File: src/rtl/mips_encode_pkg.sv
// Shared MIPS encode/decode constants: ALU op codes, opcodes, funct codes.
// Also holds the FIFO entry type used by the encoder.
package mips_encode_pkg;

    localparam logic [2:0] ALU_ADD = 3'd2;
    localparam logic [2:0] ALU_SUB = 3'd3;
    localparam logic [2:0] ALU_AND = 3'd4;
    localparam logic [2:0] ALU_OR  = 3'd5;
    localparam logic [2:0] ALU_NOR = 3'd6;
    localparam logic [2:0] ALU_XOR = 3'd7;

    localparam logic [5:0] OP_RTYPE = 6'h00;
    localparam logic [5:0] OP_ADDI  = 6'h08;
    localparam logic [5:0] OP_ANDI  = 6'h0C;
    localparam logic [5:0] OP_ORI   = 6'h0D;
    localparam logic [5:0] OP_XORI  = 6'h0E;

    localparam logic [5:0] FN_ADD = 6'h20;
    localparam logic [5:0] FN_SUB = 6'h22;
    localparam logic [5:0] FN_AND = 6'h24;
    localparam logic [5:0] FN_OR  = 6'h25;
    localparam logic [5:0] FN_XOR = 6'h26;
    localparam logic [5:0] FN_NOR = 6'h27;

    typedef enum logic [1:0] {
        SRC2_REG  = 2'b00,
        SRC2_SEXT = 2'b01,
        SRC2_ZEXT = 2'b10,
        SRC2_RSVD = 2'b11
    } alu_src2_e;

    typedef struct packed {
        logic [31:0] inst;
        logic        except;
    } enc_t;

endpackage

File: src/rtl/mips_encode_fields.sv
// Combinational field-to-word mapping for the MIPS encoder.
// Unencodable requests yield inst=0 with except set.
module mips_encode_fields
    import mips_encode_pkg::*;
(
    input  logic [2:0]  alu_op,
    input  logic [1:0]  alu_src2,
    input  logic        rd_src,
    input  logic [4:0]  rs,
    input  logic [4:0]  rt,
    input  logic [4:0]  rd,
    input  logic [15:0] imm,
    output logic [31:0] inst,
    output logic        except
);

    logic [5:0] funct;
    logic [5:0] opcode;
    logic       r_ok;
    logic       i_ok;

    always_comb begin
        funct = '0;
        r_ok  = 1'b0;
        case (alu_op)
            ALU_ADD: begin funct = FN_ADD; r_ok = 1'b1; end
            ALU_SUB: begin funct = FN_SUB; r_ok = 1'b1; end
            ALU_AND: begin funct = FN_AND; r_ok = 1'b1; end
            ALU_OR:  begin funct = FN_OR;  r_ok = 1'b1; end
            ALU_NOR: begin funct = FN_NOR; r_ok = 1'b1; end
            ALU_XOR: begin funct = FN_XOR; r_ok = 1'b1; end
            default: ;
        endcase
    end

    // Only ADD takes a sign-extended immediate; logic ops zero-extend.
    always_comb begin
        opcode = '0;
        i_ok   = 1'b0;
        case (alu_op)
            ALU_ADD: begin
                opcode = OP_ADDI;
                i_ok   = (alu_src2 == SRC2_SEXT);
            end
            ALU_AND: begin
                opcode = OP_ANDI;
                i_ok   = (alu_src2 == SRC2_ZEXT);
            end
            ALU_OR: begin
                opcode = OP_ORI;
                i_ok   = (alu_src2 == SRC2_ZEXT);
            end
            ALU_XOR: begin
                opcode = OP_XORI;
                i_ok   = (alu_src2 == SRC2_ZEXT);
            end
            default: ;
        endcase
    end

    always_comb begin
        inst   = '0;
        except = 1'b1;
        if (!rd_src && alu_src2 == SRC2_REG && r_ok) begin
            inst   = {OP_RTYPE, rs, rt, rd, 5'h00, funct};
            except = 1'b0;
        end else if (rd_src && i_ok) begin
            inst   = {opcode, rs, rt, imm};
            except = 1'b0;
        end
    end

endmodule

File: src/rtl/mips_encode.sv
// MIPS instruction encoder: encodes requests into a 2-entry FIFO
// and counts emitted valid instructions.
module mips_encode
    import mips_encode_pkg::*;
(
    input  logic        clock,
    input  logic        reset,
    input  logic        in_valid,
    output logic        in_ready,
    input  logic [2:0]  alu_op,
    input  logic [1:0]  alu_src2,
    input  logic        rd_src,
    input  logic [4:0]  rs,
    input  logic [4:0]  rt,
    input  logic [4:0]  rd,
    input  logic [15:0] imm,
    output logic        out_valid,
    input  logic        out_ready,
    output logic [31:0] inst,
    output logic        except,
    output logic [15:0] inst_count
);

    enc_t        enc;
    enc_t        head;
    enc_t        mem_q [2];
    enc_t        mem_d [2];
    logic        wr_ptr_q, wr_ptr_d;
    logic        rd_ptr_q, rd_ptr_d;
    logic [1:0]  count_q, count_d;
    logic [15:0] cnt_q, cnt_d;
    logic        push;
    logic        pop;

    mips_encode_fields u_fields (
        .alu_op   (alu_op),
        .alu_src2 (alu_src2),
        .rd_src   (rd_src),
        .rs       (rs),
        .rt       (rt),
        .rd       (rd),
        .imm      (imm),
        .inst     (enc.inst),
        .except   (enc.except)
    );

    // Gating with reset keeps in_ready low while reset is held.
    assign in_ready  = (count_q != 2'd2) && !reset;
    assign out_valid = (count_q != 2'd0);
    assign head      = mem_q[rd_ptr_q];
    assign push      = in_valid && in_ready;
    assign pop       = out_valid && out_ready;

    assign inst       = out_valid ? head.inst : 32'h0;
    assign except     = out_valid && head.except;
    assign inst_count = cnt_q;

    always_comb begin
        mem_d    = mem_q;
        wr_ptr_d = wr_ptr_q;
        rd_ptr_d = rd_ptr_q;
        count_d  = count_q;
        cnt_d    = cnt_q;
        if (push) begin
            mem_d[wr_ptr_q] = enc;
            wr_ptr_d        = ~wr_ptr_q;
        end
        if (pop) begin
            rd_ptr_d = ~rd_ptr_q;
            if (!head.except) begin
                cnt_d = cnt_q + 16'd1;
            end
        end
        case ({push, pop})
            2'b10:   count_d = count_q + 2'd1;
            2'b01:   count_d = count_q - 2'd1;
            default: ;
        endcase
    end

    always_ff @(posedge clock or posedge reset) begin
        if (reset) begin
            mem_q    <= '{default: '0};
            wr_ptr_q <= 1'b0;
            rd_ptr_q <= 1'b0;
            count_q  <= 2'd0;
            cnt_q    <= 16'd0;
        end else begin
            mem_q    <= mem_d;
            wr_ptr_q <= wr_ptr_d;
            rd_ptr_q <= rd_ptr_d;
            count_q  <= count_d;
            cnt_q    <= cnt_d;
        end
    end

endmodule

File: config.mk
export PLATFORM = sky130hd
export DESIGN_NAME = mips_encode
export DESIGN_NICKNAME = d
export VERILOG_FILES = /design/src/rtl/mips_encode_pkg.sv /design/src/rtl/mips_encode_fields.sv /design/src/rtl/mips_encode.sv
export SDC_FILE = /design/constraint.sdc
export NUM_CORES = 1
export LEC_CHECK = 0
export CORE_ASPECT_RATIO = 2
export CORE_MARGIN = 5
export CORE_UTILIZATION = 50
export CTS_CLUSTER_SIZE = 10
export DETAILED_ROUTE_END_ITERATION = 8
export GPL_ROUTABILITY_DRIVEN = 0
export HOLD_SLACK_MARGIN = 0.06
export MAX_ROUTING_LAYER = met4
export PLACE_DENSITY = 0.8
export REMOVE_ABC_BUFFERS = 1
export SLEW_MARGIN = 20
export SYNTH_ARGS = -nofsm -noshare
export SYNTH_HDL_FRONTEND = slang
export SYNTH_SLANG_ARGS = --single-unit
File: constraint.sdc
create_clock -name clock -period 5.37 [get_ports clock]
set_input_delay 1.074 -clock clock [delete_from_list [all_inputs] [get_ports clock]]
set_output_delay 1.074 -clock clock [all_outputs]
set_load 0.01 [all_outputs]
# Yosys cells after proc, flatten, opt, wreduce, memory -nomap -nowiden
# Index checks and enable logic that the tools add are counted.
# totals
reg_bits	86
latch_bits	0
ram_bits	0
romBits	0
input_bits	41
out_inout_bits	51
elab_cells	62
mem_count	0
# classes
addsub	3
mul	0
div_mod_pow	0
magnitude_cmp	3
n_eq_ne	11
shift	0
muxes	16
bitwise	5
reduce_logical	16
# ops
op	n
$mux W33	4
$bwmux W66	1
$mux W32	2
$pmux W6 S6	1
$demux W33 S1	1
$mux W30	1
$add A16 B1 Y16 const B	1
$pmux W4 S4	1
$eq A3 B3 Y1 const B	4
$logic_and A1 B1 Y1	8
$eq A3 B2 Y1 const B	2
$reduce_or A6 Y1	1
$eq A2 B1 Y1 const B	2
$eq A2 B2 Y1 const B	2
$ge A2 B2 Y1 const B	2
$not A1 Y2	2
$pmux W2 S2	1
$reduce_bool A2 Y1	2
$mux W1	3
$not A1 Y1	3
$reduce_or A3 Y1	1
$add A2 B1 Y2 const B	1
$logic_not A1 Y1	2
$logic_not A2 Y1	1
other kinds (5)	5

# Longest topological paths before layout
# Gate-level depths: netlist (run 1).
# depth
depth_word	7
mapped_depth	7
ltp_nobuf	7

# By module
# Synthesis (run 1) repeated with hierarchy kept, for this count alone.
# unflattened
cells_unflattened	367
area_unflattened_um2	4543.1
# by_module_without_submodules
mod	n_inst	cells_each	area_each_um2	seq_area_each_um2
mips_encode	1	301	3947.5	2152.1
mips_encode_fields	1	66	595.6	0.0

# Worst setup path after synthesis (run 1)
# OpenSTA, ideal clock, no wires.
# synth_timing
path_kind	in2reg
startpoint	input port reset
endpoint	register mem_q[17] in the netlist's numbering
setup_time_ps	133
t_arrival_ps	3823
required_ps	5237
slack_ps	1414
path_stages	5
path_buffers	1
cell_sequence	inv_1 -> nand4_1 -> clkbuf_1 -> nand2_1 -> o21ai_0
# synth_via
elab_chain_len	3
# synth_lines
element	line	source
start: declaration	mips_encode.sv:7	input logic reset,
$logic_not A1 Y1 (no source line)	-	
$logic_and A1 B1 Y1	mips_encode.sv:48	assign in_ready = (count_q != 2'd2) && !reset;
$logic_and A1 B1 Y1	mips_encode.sv:51	assign push = in_valid && in_ready;
end signal: assignment	mips_encode.sv:89	mem_q <= mem_d;
end: declaration	mips_encode.sv:26	enc_t mem_q [2];
# No other way between the ends.
# A chain may end at the register's enable or synchronous reset.

# Final worst setup path (run 1)
# layout_timing
startpoint	register rd_ptr_q
endpoint	output port except
# layout_via
elab_chain_len	5
# layout_lines
element	line	source
start: declaration	mips_encode.sv:29	logic rd_ptr_q, rd_ptr_d;
start signal: assignment	mips_encode.sv:91	rd_ptr_q <= rd_ptr_d;
$not A1 Y2 (not written as such)	mips_encode.sv:50	assign head = mem_q[rd_ptr_q];
$mux W33 (not written as such) (3 in series)	mips_encode.sv:50	
$logic_and A1 B1 Y1	mips_encode.sv:55	assign except = out_valid && head.except;
end: declaration	mips_encode.sv:20	output logic except,
# No other way between the ends. The select of a mux whose other input is x is not followed.

==> flow_metrics.tcl, run 1 <==
set metrics [dict create \
    power.internal_w 0.001619 \
    clk_path_buf_depth 2 \
    grt-ovfl-total 0 \
    max_freq_mhz 285.8 \
    critPathArrivalTime_ns 2.43 \
    cp-startpoint "rd_ptr_q$_DFFE_PP0P_" \
    path_depth 3 \
    grt_pass1_vias 3104 \
    ios 92 \
    synth_area_leaders "dfrtp_1 (52%), nand2_1 (8.7%), mux2i_1 (7.6%), nor2_1 (4.6%), xnor2_1 (3.3%)" \
    hp-class "flip-flop to flip-flop" \
    place_ws_ns 1.541 \
    core_um2 7828 \
    fin_tns_setup_ns 0 \
    antenna_found_initial 0 \
    drt-vias-per-instance 5.396 \
    post_drt_wl_per_cell_um 15.06 \
    synth_edf_count 0 \
    synthSimpleGateAreaFrac_pct 19.40 \
    routed_wl_um 8974 \
    ys_types 39 \
    synth-seq-cells 82 \
    synth-compound-area-share_pct 9.667 \
    yosys_warnings 0 \
    area_delta_synth_final_pct 32.46 \
    yosys.area_share.adder_pct 0.6339 \
    rr_endpoint "inst_count[9]$_DFFE_PP0P_" \
    switching_share_pct 32.78 \
    met1_usage_pct 24.98 \
    synth_area_per_cell_um2 9.605 \
    cp.required_ns 4.30 \
    drv_cap 0 \
    seq_power_share_pct 39.2 \
    combPwrFrac_pct 33.6 \
    r2r-start "rd_ptr_q$_DFFE_PP0P_" \
    drive_above_1_share_pct 7.800 \
    synth_ff_type "dfrtp_1" \
    rows 46 \
    portBuffers 89 \
    start_kind "flip-flop" \
    use_met2_pct 31.14 \
    die_height_um 135.7 \
    top_usage_layer "met2" \
    synth_mux_area_share_pct 9.984 \
    syn-cell-area_um2 3948 \
    dp_hpwl_um 6159 \
    dieArea_um2 9880 \
    grtUsageMet3_pct 4.829 \
    worst-path-buf-inv 1 \
    worst_pin_slew_ns 0.9621 \
    crit_slowest_cell "dfrtp_2" \
    fin_worst_skew_ns 0.003323 \
    ys_seq_area_share_pct 51.98 \
    crit_family "flip-flops" \
    drv_slew 0 \
    cts_tree "yes" \
    post_cts_buffers 0 \
    reg2regPathDepth 4 \
    cts_resized 0 \
    clock-sinks 82 \
    yosys.area.top_type_share_pct 51.98 \
    max_stage_delay_ns 1.00 \
    outcome "completed" \
    ff2ff_setup_slack_ns 3.14 \
    drc 0 \
    antenna_cells 0 \
    grt_max_degree 49 \
    setup_violations 0 \
    crit_path_end_kind "primary output" \
    post-route-min-period_ns 3.499 \
    drt_iter0_markers 248 \
    p_switching_w 0.0007896 \
    setup_ws_ns 1.871 \
    nNetsFinal 538 \
    nFillCells 656 \
    ant_nets 0 \
    drt-pass1-iter-count 4 \
    cp_max_fo 32 \
    synth_top_family_by_area "simple AND/OR/NAND/NOR gates" \
    numCtsBuffers 9 \
    grt_pass1_wl_um 14970 \
    ctsRootBufferMaster "clkbuf_16" \
    syn_inst 411 \
    grt_setup_unrepaired "false" \
    clkPwrFrac_pct 27.1 \
    crit_chain "mux2_4 -> nor2b_1 -> clkdlybuf4s50_1" \
    crit_type "flip-flop to primary output" \
    max-vdd-ir-drop_v 0.0003800 \
    grt_usage_pct 19.81 \
    yosysMostFrequentCell "nand2_1" \
    p_per_area_nw_per_um2 460.7 \
    postCtsHoldBufs 0 \
    synth_area_leader_cell "dfrtp_1" \
    finalHoldViolCount 0 \
    maxSlewHeadroom_pct 35.86 \
    die_w_um 72.83 \
    synth_xor_xnor_area_share_pct 4.659 \
    setup.worst_path.end "except" \
    async_reset_ff_share_pct 100.0 \
    clk_latency_ns 0.33 \
    dr_total_vias 3216 \
    post-route-period-util_pct 65.16 \
    synth_common_cells "nand2_1 (92), dfrtp_1 (82), nor2_1 (48)" \
    initial_utilization_pct 50.43 \
    path_clk_slew_ns 0.06 \
    h-tree-depth 3 \
    leakage_nw 2.269 \
]
==> state kept, by name, summed over array words and instances (netlist names) <==
| signal | flops |
|---|---|
| mem_q | 62 |
| inst_count | 16 |
| count_q | 2 |
| rd_ptr_q | 1 |
| wr_ptr_q | 1 |
==> worst min-delay path, cell delays in order (launching register included) <==
cell     delay, ns
dfrtp_1       0.34
nand2_1       0.05
nand2_1       0.05
==> worst min path at each step <==
| stage | startpoint | end | slack (ns) | cells after the start |
|---|---|---|---|---|
| global route | mem_q[18]$_DFFE_PP0P_ | mem_q[18]$_DFFE_PP0P_ | 0.50 | 2 |
| global placement | mem_q[60]$_DFFE_PP0P_ | mem_q[60]$_DFFE_PP0P_ | 0.46 | 2 |
| floorplan | mem_q[60]$_DFFE_PP0P_ | mem_q[60]$_DFFE_PP0P_ | 0.45 | 2 |
| finish | mem_q[60]$_DFFE_PP0P_ | mem_q[60]$_DFFE_PP0P_ | 0.48 | 2 |
| CTS | mem_q[60]$_DFFE_PP0P_ | mem_q[60]$_DFFE_PP0P_ | 0.48 | 2 |
| detailed placement | mem_q[60]$_DFFE_PP0P_ | mem_q[60]$_DFFE_PP0P_ | 0.46 | 2 |
==> per-stage QoR <==
step | hold slack, ns | instance area [µm²] | power, W | cells | utilization, %
floorplan | 0.4453 | 3825 | 0.001382 | 387 | -
global placement | 0.4588 | 4886 | 0.001741 | 578 | 62.42
detailed placement | 0.4617 | 4886 | 0.001762 | 578 | 62.42
CTS | 0.4773 | 5206 | 0.002425 | 594 | 66.51
global route | 0.5011 | 5229 | 0.002559 | 596 | 66.80
finish | 0.4768 | 5229 | 0.002409 | 596 | 66.80
==> area by class of cell <==
type | instances | area [µm²] | share of cell area [%]
repair buffers | 97 | 958.4 | 18.33
clock buffers | 11 | 242.7 | 4.642
multi-input cells | 301 | 1760 | 33.67
clock inverters | 5 | 77.57 | 1.484
well taps | 96 | 120.1 | 2.297
flip-flops and latches | 82 | 2053 | 39.27
inverters | 4 | 16.27 | 0.3111
==> logic make-up (layout without fill, tap and decap cells) <==
| kind of cell | Yosys count | after routing |
|---|---|---|
| flops | 82 | 82 |
| simple gates | 170 | 170 |
| mux | 38 | 38 |
| other cells | 1 | 2 |
| xor+xnor | 21 | 21 |
| fa+ha+maj | 2 | 2 |
| compound gates | 68 | 68 |
| buf+inv | 29 | 117 |
==> cell usage in the layout (no fill, tap or decap), types with 2 or more instances in the layout <==
| cell type | count |
|---|---|
| nand2_1 | 92 |
| nand3_1 | 4 |
| nand4_1 | 8 |
| mux2_2 | 7 |
| xor2_1 | 6 |
| buf_4 | 6 |
| clkdlybuf4s50_1 | 89 |
| mux2i_1 | 30 |
| clkinv_2 | 3 |
| o21ai_0 | 21 |
| o21a_1 | 2 |
| inv_1 | 3 |
| a32oi_1 | 5 |
| and3_1 | 2 |
| nor4_4 | 2 |
| buf_6 | 2 |
| nor2b_1 | 3 |
| a21oi_1 | 13 |
| ha_1 | 2 |
| nor3_1 | 3 |
| a31oi_1 | 2 |
| clkbuf_16 | 9 |
| nor2_1 | 47 |
| dfrtp_1 | 81 |
| a32o_1 | 2 |
| xnor2_1 | 15 |
| bufinv_16 | 2 |
| o21ai_1 | 21 |
| conb_1 | 2 |
==> power by group through the flow <==
| stage | clock [W] | combinational [W] | sequential (W) |
|---|---|---|---|
| 6_report | 0.000654 | 0.000810 | 0.000946 |
| 5_1_grt | 0.000691 | 0.000898 | 0.000970 |
| 4_1_cts | 0.000663 | 0.000815 | 0.000947 |
| 3_5_place_dp | 0 | 0.000806 | 0.000956 |
| 3_3_place_gp | 0 | 0.000794 | 0.000948 |
| 2_1_floorplan | 0 | 0.000464 | 0.000918 |
==> layer usage <==
metal,wire (µm),vias up
met5,0,-
met4,114,0
met3,606,11
met2,4460,98
met1,3792,1553
li1,-,1554
Note: power is estimated with default switching activity, not from simulation.
==> run 2: changes to the inputs <==
==> constraint.sdc (replaced) <==
create_clock -name clock -period 3.65 [get_ports clock]
set_input_delay 0.73 -clock clock [delete_from_list [all_inputs] [get_ports clock]]
set_output_delay 0.73 -clock clock [all_outputs]
set_load 0.01 [all_outputs]
==> run 2 against run 1 <==
  * Routed wire length shrank 2.2%
  * Sequential share of layout area shrank 0.28 points
  * Die area is the same
  * Critical path depth grew 1
==> flow_metrics.tcl, run 2 (synthesized netlist as in run 1, its figures left out) <==
set metrics [dict create \
    drt_iter0_markers 216 \
    outcome "completed" \
    path_clk_slew_ns 0.06 \
    clock-sinks 82 \
    cp.required_ns 2.92 \
    grt_pass1_vias 3099 \
    crit_path_end_kind "primary output" \
    finalPower_w 0.003544 \
    h-tree-depth 3 \
    post_drt_wl_per_cell_um 14.61 \
    grt_pass1_wl_um 14860 \
    worst_pin_slew_ns 0.7284 \
    clk_latency_ns 0.33 \
    dp.cells 586 \
    drt-pass1-iter-count 4 \
    post-route-period-util_pct 81.09 \
    antenna_cells 0 \
    crit_chain "buf_4 -> mux2i_1 -> nor2_1 -> clkdlybuf4s50_1" \
    drive_above_1_share_pct 8.515 \
    hold_path_depth 1 \
    mostFrequentLayoutCell "nand2_1" \
    grt_max_degree 60 \
    path_depth 4 \
    worst-path-buf-inv 2 \
    final_cell_mix "nand2_1 (92), clkdlybuf4s50_1 (89), dfrtp_1 (81)" \
    finalHoldViolCount 0 \
    cts_resized 0 \
    hp-class "flip-flop to flip-flop" \
    dr_total_vias 3203 \
    setup_violations 0 \
    drc 0 \
    routed_wl_um 8780 \
    min_from "inst_count[15]$_DFFE_PP0P_" \
    core_um2 7828 \
    die_w_um 72.83 \
    cts_tree "yes" \
    drv_cap 0 \
    crit_slowest_cell "dfrtp_2" \
    cp_max_fo 21 \
    crit_family "buffers and inverters" \
    grt_usage_pct 19.64 \
    r2r-start "rd_ptr_q$_DFFE_PP0P_" \
    hold_end "inst_count[15]$_DFFE_PP0P_" \
    start_kind "flip-flop" \
    dieArea_um2 9880 \
    postCtsHoldBufs 0 \
    maxSlewHeadroom_pct 51.44 \
    post-route-min-period_ns 2.960 \
    grt_setup_unrepaired "false" \
    initial_utilization_pct 50.43 \
    post_cts_buffers 0 \
    ant_nets 0 \
    dp_hpwl_um 6121 \
    max_stage_delay_ns 0.78 \
    clk_path_buf_depth 2 \
    die_height_um 135.7 \
    antenna_found_initial 0 \
    fin_worst_skew_ns 0.004734 \
    nNetsFinal 544 \
    final_cells 601 \
    max-vdd-ir-drop_v 0.0005352 \
    area_delta_synth_final_pct 33.41 \
    drt-vias-per-instance 5.329 \
    p_per_area_nw_per_um2 672.9 \
    ios 92 \
    max_freq_mhz 337.8 \
    ctsRootBufferMaster "clkbuf_16" \
    fin_area_um2 5266 \
    post_dp_cell_area_um2 4946 \
    rows 46 \
    drv_slew 0 \
    fin_tns_setup_ns 0 \
    setup_ws_ns 0.6900 \
    grt-ovfl-total 0 \
    leakage_nw 2.296 \
    ff2ff_setup_slack_ns 1.63 \
    portBuffers 89 \
    reg2regPathDepth 4 \
    top_register "mem_q" \
    crit_type "flip-flop to primary output" \
    critPathArrivalTime_ns 2.23 \
    largest_reg_flops 62 \
    place_ws_ns 0.9762 \
    rr_endpoint "inst_count[15]$_DFFE_PP0P_" \
    numCtsBuffers 9 \
]
run 2: cell count changes in the layout (fill, tap and decap cells not counted), sizes merged:
| cell | previous run | this run |
|---|---|---|
| buf | 8 | 14 |
| clkbuf | 11 | 13 |
| clkinv | 3 | 1 |
| clkinvlp | 1 | 0 |
run 2: worst max-delay path by stage:
stage	start	end	slack [ns]
6_report	rd_ptr_q$_DFFE_PP0P_	inst[18]	0.69
5_1_grt	rd_ptr_q$_DFFE_PP0P_	inst[18]	0.56
4_1_cts	rd_ptr_q$_DFFE_PP0P_	inst[18]	0.65
3_5_place_dp	reset	in_ready	0.98
3_3_place_gp	reset	in_ready	0.99
2_1_floorplan	reset	mem_q[17]$_DFFE_PP0P_	-0.47
run 2: routing by layer:
| layer | routed length [µm] | up-vias | global-route usage (%) |
|---|---|---|---|
| met1 | 3780 | 1523 | 25.60 |
| met4 | 82 | 0 | 6.263 |
| met2 | 4246 | 109 | 30.08 |
| met5 | 0 | - | - |
| li1 | - | 1565 | - |
| met3 | 670 | 6 | 4.829 |
run 2: cell type report:
| cell class | count | area, µm² |
|---|---|---|
| well taps | 96 | 120.1 |
| clock inverters | 2 | 60.06 |
| repair buffers | 103 | 996.0 |
| flip-flops and latches | 82 | 2053 |
| fillers | 666 | 2561 |
| inverters | 4 | 16.27 |
| clock buffers | 13 | 260.3 |
| multi-input cells | 301 | 1760 |
run 2: report_power, final:
part / switching, W / total (W) / leakage (nW) / internal [W]
clock network: 0.000326 / 0.000959 / 0.156 / 0.000633
logic: 0.000587 / 0.00123 / 1.06 / 0.000639
registers: 0.000221 / 0.00136 / 1.08 / 0.00114
run 2: through the flow:
step	hold slack, ns	utilization (%)
6_report	0.4779	67.28
5_1_grt	0.4964	67.28
4_1_cts	0.4826	67.28
3_5_place_dp	0.4687	63.19
3_3_place_gp	0.4582	63.19
2_1_floorplan	0.4453	-
